File: config.mk
export PLATFORM = sky130hd
export DESIGN_NAME = fft_result_streamer
export DESIGN_NICKNAME = d
export VERILOG_FILES = /design/src/rtl/fft_result_streamer.sv
export SDC_FILE = /design/constraint.sdc
export NUM_CORES = 1
export LEC_CHECK = 0
export BUFFER_PORTS_ARGS = -buffer_cell sky130_fd_sc_hd__buf_2
export CORE_ASPECT_RATIO = 0.75
export CORE_MARGIN = 2
export CORE_UTILIZATION = 55
export CTS_CLUSTER_DIAMETER = 80
export DETAILED_ROUTE_END_ITERATION = 10
export PLACE_DENSITY = 0.9
export SETUP_SLACK_MARGIN = 0.05
export SLEW_MARGIN = 5
export SYNTH_ARGS = -nofsm -noshare
export SYNTH_HDL_FRONTEND = slang
export SYNTH_SLANG_ARGS = --single-unit
File: constraint.sdc
create_clock -name clk -period 3.72 [get_ports clk]
set_input_delay 0.744 -clock clk [delete_from_list [all_inputs] [get_ports clk]]
set_output_delay 0.744 -clock clk [all_outputs]
set_load 0.02 [all_outputs]
File: src/rtl/fft_result_streamer.sv
// fft_result_streamer: after the FFT core signals done, reads every result word
// from the result RAM and presents it as a valid/ready stream with index and last flag.
module fft_result_streamer #(
  parameter int unsigned N       = 1024,
  parameter int unsigned ADDR_W  = 10,
  parameter int unsigned DATA_W  = 32,
  parameter int unsigned BIT_REV = 0
) (
  input  logic              clk,
  input  logic              rst,
  input  logic              fft_done,
  output logic              ram_rd_en,
  output logic [ADDR_W-1:0] ram_rd_addr,
  input  logic [DATA_W-1:0] ram_rd_data,
  output logic              m_valid,
  input  logic              m_ready,
  output logic [DATA_W-1:0] m_data,
  output logic [ADDR_W-1:0] m_index,
  output logic              m_last,
  output logic              busy,
  output logic              frame_done,
  output logic              overrun
);

  typedef enum logic [1:0] {
    IDLE,
    STREAM,
    DRAIN
  } state_t;

  localparam logic [ADDR_W-1:0] LAST_IDX = ADDR_W'(N - 1);

  state_t            state_q, state_d;
  logic [ADDR_W-1:0] rd_cnt_q;
  logic [ADDR_W-1:0] out_cnt_q;
  logic              inflight_q;
  logic [DATA_W-1:0] fifo_mem [2];
  logic              wr_ptr_q, rd_ptr_q;
  logic [1:0]        count_q;
  logic              frame_done_q;
  logic              overrun_q;

  logic              beat;
  logic              fifo_empty;
  logic              fifo_push, fifo_pop, bypass_pop;
  logic [1:0]        occ_after_pop;
  logic              credit_ok;
  logic              rd_en;
  logic              start;
  logic              last_beat;

  function automatic logic [ADDR_W-1:0] bitrev(input logic [ADDR_W-1:0] v);
    logic [ADDR_W-1:0] r;
    r = '0;
    for (int unsigned i = 0; i < ADDR_W; i++) begin
      r[i] = v[ADDR_W-1-i];
    end
    return r;
  endfunction

  assign fifo_empty = (count_q == 2'd0);
  assign beat       = m_valid && m_ready;

  // A word whose RAM read is in flight is already visible on m_data when the
  // FIFO is empty; accepting it there means it never enters the FIFO.
  assign bypass_pop = beat && fifo_empty;
  assign fifo_pop   = beat && !fifo_empty;
  assign fifo_push  = inflight_q && !bypass_pop;

  // Credit counts stored words plus the in-flight read, less this cycle's beat.
  assign occ_after_pop = count_q + {1'b0, inflight_q} - {1'b0, beat};
  assign credit_ok     = (occ_after_pop < 2'd2);

  assign start     = (state_q == IDLE) && fft_done;
  assign last_beat = beat && (out_cnt_q == LAST_IDX);

  always_comb begin
    state_d = state_q;
    rd_en   = 1'b0;
    case (state_q)
      IDLE: begin
        if (fft_done) state_d = STREAM;
      end
      STREAM: begin
        if (credit_ok) begin
          rd_en = 1'b1;
          if (rd_cnt_q == LAST_IDX) state_d = DRAIN;
        end
      end
      DRAIN: begin
        if (last_beat) state_d = IDLE;
      end
      default: state_d = IDLE;
    endcase
  end

  always_ff @(posedge clk) begin
    if (rst) begin
      state_q      <= IDLE;
      rd_cnt_q     <= '0;
      out_cnt_q    <= '0;
      inflight_q   <= 1'b0;
      wr_ptr_q     <= 1'b0;
      rd_ptr_q     <= 1'b0;
      count_q      <= '0;
      frame_done_q <= 1'b0;
      overrun_q    <= 1'b0;
      for (int unsigned i = 0; i < 2; i++) begin
        fifo_mem[i] <= '0;
      end
    end else begin
      state_q    <= state_d;
      inflight_q <= rd_en;

      if (start) begin
        rd_cnt_q  <= '0;
        out_cnt_q <= '0;
      end else begin
        if (rd_en && (rd_cnt_q != LAST_IDX)) rd_cnt_q <= rd_cnt_q + 1'b1;
        if (beat) out_cnt_q <= out_cnt_q + 1'b1;
      end

      if (fifo_push) begin
        fifo_mem[wr_ptr_q] <= ram_rd_data;
        wr_ptr_q           <= ~wr_ptr_q;
      end
      if (fifo_pop) rd_ptr_q <= ~rd_ptr_q;
      if (fifo_push && !fifo_pop) begin
        count_q <= count_q + 2'd1;
      end else if (!fifo_push && fifo_pop) begin
        count_q <= count_q - 2'd1;
      end

      frame_done_q <= (state_q == DRAIN) && last_beat;
      if (fft_done && (state_q != IDLE)) overrun_q <= 1'b1;
    end
  end

  assign ram_rd_en   = rd_en;
  assign ram_rd_addr = (BIT_REV != 0) ? bitrev(rd_cnt_q) : rd_cnt_q;
  assign m_valid     = !fifo_empty || inflight_q;
  assign m_data      = !fifo_empty ? fifo_mem[rd_ptr_q] :
                       (inflight_q ? ram_rd_data : '0);
  assign m_index     = out_cnt_q;
  assign m_last      = m_valid && (out_cnt_q == LAST_IDX);
  assign busy        = (state_q != IDLE);
  assign frame_done  = frame_done_q;
  assign overrun     = overrun_q;

endmodule

==> results by group, run 1 <==
Floorplan
  • Horiz. Die Dim: roughly 110 microns
  • Total core area: a little under 8000 sq um
  • Die height: just over 80 microns
  • Ports: 94
  • Starting Density: 0.5660
  • Row Count: 28
  • Die area: ~9000 sq um

Layout
  • Area delta synth->final: 16.52%
  • # fillers: about 640
  • Ant diodes: 0
  • Core Util, Final: 0.6595
  • Share of layout cells above drive strength 1: 0.2435
  • Layout Nets: around 530

Clocking
  • Clk pin slew, worst setup/hold paths: around 0.090 ns
  • CTS tree: yes
  • Worst skew pair latency: between 0.3 and 0.4 ns
  • Post-CTS Setup Inserts: 0
  • Post-CTS resize count: 0
  • Max clock buf depth: 2
  • TritonCTS Sinks: 94
  • H-tree depth: 3
  • TritonCTS Buffers: 9
  • Root Driver: clkbuf_8
  • Hold Buf Count CTS: 0

Critical path
  • Critical path capture point type: output port
  • Worst path slowest cell: dfxtp_2
  • Crit path cell chain: mux2i_1 -> o21ai_0 -> buf_2
  • Setup crit start kind: register
  • CP peak stage delay: approximately 1 ns
  • Cell family with most CP delay: flip-flops
  • Worst EP required: between 2 and 3 ns
  • Worst Path Max Fanout: 32
  • Buffers plus inverters on the worst setup path: 1
  • Critical path class: register to output port
  • Worst EP arrival: ~2.1 ns
  • Worst r2r src: count_q[0]

Logic synthesis
  • Syn Inst Count: 415
  • Post-Syn Area: ~4500 sq um
  • Post-synth cell types: 45
  • Syn_nets: around 450
  • Synth Warn #: 0
  • Async set-reset flop share out of synthesis: 0
  • Primary FF master, synth: edfxtp_1
  • Number of flops mapped to enable cells by yosys: 64
  • Syn Area/Cell: between 10 and 15 sq um
  • Seq cells post-synth: 94
  • Register area share after synthesis: 0.5653

Power and ir drop
  • Leakage power: 2.050 nW
  • Pwr/cell area: approximately 390 nW/um^2
  • Total power draw: about 2.0 mW
  • Max IR drop VDD: around 0.00018 V

Timing
  • Actual transition at the worst max-transition pin: roughly 1.0 ns
  • Rel. slew slack: 0.3200
  • Setup TNS: 0 ns
  • Crit share post-route: 0.7565
  • Fmax: 355.3 MHz
  • Final Max Slew Viols: 0
  • RSZ-0062 raised after global routing: no
  • Final Setup Violations: 0
  • Layout Skew: approximately 0.01 ns
  • Fin. Hold Viols: 0
  • Tmin final: 2.814 ns

Placed design
  • Hpwl dp: 6376 microns
  • GPL Wtd Cong: between 0.8 and 0.9
  • Port bufs: 93

Drt
  • 1st-iter DRT viols: between 200 and 250
  • DRT Pass-1 Iters: 5
  • Via count: around 3,400
  • Post-DRT Antenna Nets: 0
  • DRC: 0
  • Number of vias per cell: roughly 5.6
  • Wire per inst: approximately 15 microns
  • Routed WL: 9389 microns

Global route
  • Overflow after GRT: 0
  • Met3 usage: 0.05873
  • GRT Max-Usage Layer: met2
  • Largest net degree at the start of global routing: between 60 and 70
  • Vias in the first global route: between 3,000 and 4,000
  • Met2 usage: 0.3396
  • GRT Total Usage: 0.2157
  • Initial antenna violation count: 0
  • First-pass GRT wire length: ~15,000 microns
  • M1 GR Usage: 0.2938

Worst hold path
  • HP Class: register to register
  • HP Start: state_q[1]

Status
  • Status: completed

Flow run
  • Max-Cap Viols: 0
-- worst reg2reg max path, cell delays in order, from the launching register on --
cell and delay [ns]:
dfxtp_1 0.58, nor2_4 0.05, nand2_1 0.08, nand2_1 0.15, nor3b_2 0.19, buf_4 0.31, or2_2 0.68
-- synth_stat cells, drive strengths merged, types with 2 or more instances --
library cell,instances,share of area
inv,9,0.0076
nor3,9,0.011
nand3,38,0.043
a21oi,11,0.012
ha,2,0.0056
or2,2,0.0034
nand2,14,0.012
xnor2,4,0.0079
nand2b,3,0.0048
nor2,19,0.016
edfxtp,64,0.43
dfxtp,30,0.13
a41o,3,0.0067
and3,3,0.0042
or3,5,0.0070
and2,64,0.090
o31ai,5,0.0084
a311oi,2,0.0039
clkbuf,19,0.016
nand4,3,0.0042
buf,8,0.0084
mux2i,33,0.074
o21ai,39,0.044
nor2b,2,0.0028
xor2,6,0.012
or4,4,0.0067
-- cell type report --
cell class                      count  area, sq um  area share
Clock buffer                        9        123.9     0.02383
Clock inverter                      7        65.06     0.01252
Inverter                            9        33.78    0.006498
Multi-Input combinational cell    285         1826      0.3511
Sequential cell                    94         2524      0.4854
Tap cell                          105        131.4     0.02527
Timing Repair Buffer               97        495.5     0.09531
-- power by group --
part	total (mW)	internal (mW)	switching, mW
clock	0.643	0.258	0.385
sequential	1.17	1.15	0.0211
combinational	0.192	0.0671	0.125
total	2.01	1.48	0.531
-- registers in the layout, indices dropped and copies added, names as in the netlist, named ones only --
signal and flops:
fifo_mem 64, inflight_q 1, state_q 2, wr_ptr_q 1
m_index 10, overrun 1, ram_rd_addr 10, count_q 2
frame_done 1, rd_ptr_q 1
-- final timing paths --
path / endpoint / cells past startpoint / slack (ns)
worst min-delay path: state_q[0] / 1 / 0.45
worst max register to register: fifo_mem[1][0] / 6 / 1.31
worst min register to register: state_q[0] / 1 / 0.45
worst max-delay path: m_data[31] / 3 / 0.91
-- placed cells by master, fill, tap and decap left out, types with 9 or more instances in the layout --
| master | netlist | final |
|---|---|---|
| o21ai_0 | 39 | 39 |
| dfxtp_1 | 30 | 29 |
| buf_2 | 3 | 93 |
| nand3_1 | 38 | 38 |
| mux2i_1 | 33 | 33 |
| a21oi_1 | 11 | 11 |
| nand2_1 | 14 | 14 |
| inv_1 | 9 | 9 |
| clkbuf_8 | 0 | 9 |
| edfxtp_1 | 64 | 64 |
| nor2_1 | 19 | 18 |
| and2_1 | 64 | 64 |
-- stage by stage --
| stage | setup WS (ns) | hold WS, ns | cell area, sq um | std cells |
|---|---|---|---|---|
| finish | 0.9057 | 0.4540 | 5199 | 606 |
| global route | 0.7549 | 0.4864 | 5199 | 606 |
| CTS | 0.8539 | 0.4507 | 5199 | 606 |
| detailed placement | 1.011 | 0.4407 | 5010 | 590 |
| global placement | 1.070 | 0.4452 | 5010 | 590 |
| floorplan | 0.8685 | 0.4219 | 4462 | 415 |
-- logic make-up (layout without fill, tap and decap cells) --
group           Yosys count  count (layout)  synth area share
simple gates            171             171            0.2128
flops                    94              94            0.5653
compound gates           69              69           0.09058
buf+inv                  36             122           0.03197
mux                      33              33           0.07403
xor+xnor                 10              10           0.01963
fa+ha+maj                 2               2          0.005608
-- routing by layer --
| layer | routed length [microns] | part of all wire |
|---|---|---|
| met4 | 96 | 0.010 |
| met1 | 4190 | 0.45 |
| met3 | 663 | 0.071 |
| met5 | 0 | 0 |
| met2 | 4439 | 0.47 |
(Power assumes the default switching activity.)
==> run 2, diff against run 1 <==
ABC_AREA = 1   (was not set)
CORE_UTILIZATION = 50   (was 55)
PLACE_DENSITY = 0.87   (was 0.9)
clock period = 2.33 ns   (was 3.72 ns; I/O delays follow)
==> results by group, run 2 <==
Status
  • Status: completed

Clocking
  • Root Driver: clkbuf_16
  • CTS tree: yes
  • Post-CTS Setup Inserts: 0
  • TritonCTS Sinks: 94
  • Post-CTS resize count: 0
  • Hold Buf Count CTS: 0
  • Max clock buf depth: 2
  • H-tree depth: 3
  • Worst skew pair latency: about 0.33 ns
  • Clk pin slew, worst setup/hold paths: around 0.060 ns
  • TritonCTS Buffers: 9

Layout
  • Area delta synth->final: 20.89%
  • Layout Nets: 623
  • Multi-input gate area: approximately 1700 sq um
  • FF+latch area: roughly 2500 sq um
  • Biggest register: fifo_mem
  • Max reg flops: 64
  • # fillers: about 760
  • Commonest non-fill, non-tap cell in the layout: buf_2
  • Share of layout cells above drive strength 1: 0.2407
  • Ant diodes: 0
  • Commonest cells after routing, fill and taps aside: 93 x buf_2, 79 x nor2_1, 64 x edfxtp_1

Drt
  • Routed WL: 9359 microns
  • Number of vias per cell: 5.144
  • DRC: 0
  • Via count: 3,611
  • Post-DRT Antenna Nets: 0
  • DRT Pass-1 Iters: 4
  • Wire per inst: about 13 microns
  • 1st-iter DRT viols: approximately 170

Logic synthesis
  • Post-synth cell types: 27
  • Top-area cell type share of the netlist area: 0.4212
  • Top-count cell post-synth: nor2_1
  • Register area share after synthesis: 0.5528
  • Syn Area/Cell: about 9.3 sq um
  • Most frequent cells after synthesis: 79 x nor2_1, 64 x edfxtp_1, 53 x inv_1, 52 x nand3_1, 48 x nand2_1
  • Syn Inst Count: 492
  • Synth Warn #: 0
  • Async set-reset flop share out of synthesis: 0
  • Post-Syn Area: about 4600 sq um
  • Syn_nets: between 500 and 600
  • Number of flops mapped to enable cells by yosys: 64
  • Primary FF master, synth: edfxtp_1
  • Seq cells post-synth: 94
  • Yosys top cell by area: edfxtp_1
  • Area contributors post-synth: edfxtp_1 42%, dfxtp_1 13%, mux2i_1 7.0%

Timing
  • Crit share post-route: 0.8878
  • Final Setup Violations: 0
  • Tmin final: a little over 2 ns
  • Final Max Slew Viols: 0
  • Fmax: about 480 MHz
  • Fin. Hold Viols: 0
  • Setup TNS: 0 ns
  • Layout Skew: approximately 0.0067 ns
  • Hold_ws: roughly 0.38 ns
  • Actual transition at the worst max-transition pin: approximately 0.44 ns
  • Rel. slew slack: 0.7078
  • RSZ-0062 raised after global routing: no

Placed design
  • Hpwl dp: 6465 microns
  • GPL Wtd Cong: 0.8913
  • Port bufs: 93

Global route
  • Largest net degree at the start of global routing: 66
  • GRT Total Usage: 0.1949
  • Initial antenna violation count: 0
  • Vias in the first global route: ~3,400
  • First-pass GRT wire length: roughly 15,000 microns
  • Overflow after GRT: 0

Critical path
  • Critical path capture point type: output port
  • Setup crit start kind: register
  • Critical path class: register to output port
  • Worst EP arrival: 1.60 ns
  • Worst EP required: 1.86 ns
  • Worst Path Max Fanout: 65

Floorplan
  • Die height: around 87 microns
  • Total core area: approximately 9000 sq um
  • Die area: between 9000 and 10,000 sq um
  • Starting Density: 0.5086
  • Row Count: 30
  • Horiz. Die Dim: between 100 and 150 microns
  • Ports: 94

Power and ir drop
  • Leakage power: approximately 2.3 nW
  • Max IR drop VDD: between 0.0004 and 0.0005 V
  • Pwr/cell area: between 700 and 800 nW/um^2
  • Total power draw: 3.884 mW

Flow run
  • Max-Cap Viols: 0

Worst hold path
  • HP Class: input port to register
-- run 2: cell types whose count changed after synthesis, sizes merged, moves of 4 or more --
cell and change:
nor2 +73, and2 -64, inv +48, nand2 +38
nand3 +15, a21oi +14, clkbuf -10, buf +6
nor3 -5, o31ai -5, or3 -5, or4 -4
-- run 2: metrics by stage --
stage | area (sq um) | util | worst slack [ns] | cells
6_report | 5517 | 0.6149 | 0.2614 | 702
5_1_grt | 5517 | 0.6149 | 0.1617 | 702
4_1_cts | 5517 | 0.6149 | 0.2659 | 702
3_5_place_dp | 5186 | 0.5781 | 0.4280 | 686
3_3_place_gp | 5186 | 0.5781 | 0.4542 | 686
2_1_floorplan | 4563 | - | 0.1576 | 492
-- run 2: power by group --
group	leakage, nW	internal, mW	switching [mW]	total, mW
Combinational	1.28	0.137	0.268	0.406
Clock	0.159	1.04	0.571	1.61
Sequential	0.905	1.84	0.0270	1.86
Total	2.34	3.02	0.866	3.88
-- run 2: worst max-delay path: stages, from the launching register on --
cell	delay, ns
dfxtp_1	0.36
nor2_4	0.18
buf_12	0.26
nand3_1	0.13
o21ai_0	0.13
buf_2	0.21
-- run 2: metal layers --
metal	routed length [microns]	part of all wire	vias to the layer above	track usage
li1	-	-	1834	-
met1	4272	0.46	1678	0.2568
met2	4520	0.48	87	0.3290
met3	442	0.047	12	0.04126
met4	124	0.013	0	0.05543
met5	0	0	-	0
-- run 2: final timing paths --
check              from  cells after the start        endpoint  slack (ns)
min reg2reg    rd_ptr_q                      1        rd_ptr_q        0.47
max          count_q[1]                      5      m_data[15]        0.26
max reg2reg  count_q[0]                      5  fifo_mem[1][2]        0.58
min                 rst                      2      inflight_q        0.38
-- run 2: kinds of logic (layout without fill, tap and decap cells) --
kind of cell / Yosys count / in the layout / share of synthesized area
compound gates: 66 / 66 / 0.07678
simple gates: 207 / 207 / 0.1996
mux: 32 / 32 / 0.07020
xor+xnor: 10 / 10 / 0.01920
flops: 94 / 94 / 0.5528
buf+inv: 81 / 179 / 0.07595
fa+ha+maj: 2 / 2 / 0.005483
-- run 2: cell type report --
cell class              instances  share of cell area
clock buffers                  11             0.04219
clock inverters                 5             0.01769
inverters                      58             0.03946
multi-input cells             317              0.3080
flip-flops and latches         94              0.4575
well taps                     112             0.02540
repair buffers                105              0.1098
==> run 3, diff against run 2 <==
CORE_ASPECT_RATIO = 0.8   (was 0.75)
CTS_CLUSTER_DIAMETER = not set   (was 80)
==> results by group, run 3 (synthesis results as in run 2) <==
Timing
  • Fmax: around 470 MHz
  • Final Setup Violations: 0
  • Setup TNS: 0 ns
  • Rel. slew slack: 0.7169
  • RSZ-0062 raised after global routing: no
  • Layout Skew: roughly 0.006 ns
  • Crit share post-route: 0.9142
  • Fin. Hold Viols: 0
  • Actual transition at the worst max-transition pin: 0.4247 ns
  • Tmin final: ~2.1 ns
  • Final Max Slew Viols: 0

Critical path
  • Crit. path cell count: 4
  • Critical path capture point type: output port
  • Crit path cell chain: buf_4 -> mux2i_1 -> o21ai_0 -> buf_2
  • Worst r2r path cells: 7
  • Setup crit start kind: register
  • Worst r2r src: ram_rd_addr[0]
  • CP peak stage delay: roughly 0.52 ns
  • Worst path slowest cell: dfxtp_2
  • Buffers plus inverters on the worst setup path: 2
  • Worst Path Max Fanout: 11
  • Worst EP arrival: around 1.7 ns
  • RR Endpoint: ram_rd_addr[0]
  • Worst Setup EP: m_data[23]
  • R2R Setup Slk: 0.54 ns
  • Cell family with most CP delay: flip-flops
  • Critical path class: register to output port
  • Worst EP required: 1.86 ns

Layout
  • Layout Nets: between 600 and 700
  • Commonest cells after routing, fill and taps aside: 93 x buf_2, 79 x nor2_1, 64 x edfxtp_1
  • Max reg flops: between 60 and 70
  • Share of layout cells above drive strength 1: 0.2525
  • Finished Layout Cells: ~710
  • Final instance area: 5490 sq um
  • Area delta synth->final: 20.32%
  • Commonest non-fill, non-tap cell in the layout: buf_2
  • Ant diodes: 0
  • Biggest register: fifo_mem

Drt
  • Number of vias per cell: roughly 5.2
  • DRT Pass-1 Iters: 4
  • Routed WL: between 10,000 and 15,000 microns
  • 1st-iter DRT viols: approximately 120
  • DRC: 0
  • Wire per inst: ~14 microns
  • Post-DRT Antenna Nets: 0
  • Via count: around 3,700

Clocking
  • Hold Buf Count CTS: 0
  • Post-CTS resize count: 0
  • CTS tree: yes
  • Root Driver: clkbuf_16
  • TritonCTS Buffers: 9
  • TritonCTS Sinks: 94
  • Clk pin slew, worst setup/hold paths: 0.07 ns
  • Worst skew pair latency: between 0.3 and 0.4 ns
  • Post-CTS Setup Inserts: 0
  • H-tree depth: 3
  • Max clock buf depth: 2

Power and ir drop
  • Total power draw: 3.771 mW
  • Clock power share: 0.397
  • Gate power share: 0.108
  • Net load switching power: about 0.95 mW
  • Cell internal pwr: 2.817 mW
  • Switching share of power: 0.2529
  • Share of power burned in registers: 0.495
  • Leakage power: 2.334 nW
  • Pwr/cell area: ~700 nW/um^2
  • Max IR drop VDD: 0.0005257 V

Global route
  • Vias in the first global route: 3,586
  • First-pass GRT wire length: between 15,000 and 20,000 microns
  • Overflow after GRT: 0
  • Initial antenna violation count: 0
  • Largest net degree at the start of global routing: 35
  • GRT Total Usage: 0.2093

Placed design
  • Hpwl dp: about 7000 microns
  • Port bufs: slightly above 90
  • Placed cells: around 690
  • GPL Wtd Cong: between 0.8 and 0.9
  • Post-place instance area: 5182 sq um

Floorplan
  • Die area: 9911 sq um
  • Row Count: 31
  • Starting Density: 0.5093
  • Die height: 89.45 microns
  • Total core area: 8960 sq um
  • Horiz. Die Dim: about 110 microns
  • Ports: 94

Worst hold path
  • HP Start: rst
  • HP Class: input port to register

Flow run
  • Max-Cap Viols: 0

Status
  • Status: completed
## run 3: cell count changes in the layout (fill, tap and decap cells not counted), sizes merged
cell / delta
clkbuf: -2
bufinv: -2
inv: +2
clkinvlp: +2
buf: +4
## run 3: power groups by stage
stage	combinational, mW	clock [mW]	sequential [mW]
floorplan	0.257	0	1.90
global placement	0.392	0	1.90
detailed placement	0.403	0	1.90
CTS	0.408	1.51	1.87
global route	0.447	1.58	1.87
finish	0.406	1.50	1.87
## run 3: cell type report
class | instances | area (sq um)
multi-input cells | 317 | 1699
flip-flops and latches | 94 | 2524
fillers | 737 | 3470
inverters | 58 | 217.7
repair buffers | 109 | 598.1
well taps | 115 | 143.9
clock buffers | 9 | 225.2
clock inverters | 7 | 82.58
## run 3: through the flow
stage | hold WS (ns) | setup slack [ns] | utilization
6_report | 0.3735 | 0.1998 | 0.6128
3_3_place_gp | 0.4335 | 0.4798 | 0.5784
5_1_grt | 0.3890 | 0.1058 | 0.6128
3_5_place_dp | 0.4594 | 0.4273 | 0.5784
4_1_cts | 0.3679 | 0.1689 | 0.6128
2_1_floorplan | 0.4265 | 0.1576 | -
## run 3: layer usage
metal / vias to the layer above / wire (microns) / GRT usage
met5: - / 0 / 0
li1: 1844 / - / -
met1: 1745 / 4322 / 0.2449
met3: 23 / 514 / 0.04814
met2: 108 / 5020 / 0.3726
met4: 0 / 259 / 0.1034
## run 3: worst register-to-register path: cells and delay by family (launching register included)
| family | cells | cell delay (ns) |
|---|---|---|
| AOI/OAI and AO/OA | 1 | 0.14 |
| adders and majority gates | 1 | 0.28 |
| buffers and inverters | 1 | 0.06 |
| DFF | 1 | 0.44 |
| and+or+nand+nor | 4 | 0.81 |
## run 3: how the worst min path moves through the flow
| stage | to | slack [ns] | depth (start not counted) |
|---|---|---|---|
| after detailed placement | overrun | 0.46 | 2 |
| after floorplan | register | 0.43 | 1 |
| final | overrun | 0.37 | 2 |
| after global placement | register | 0.43 | 1 |
| after global routing | overrun | 0.39 | 2 |
| after CTS | overrun | 0.37 | 2 |
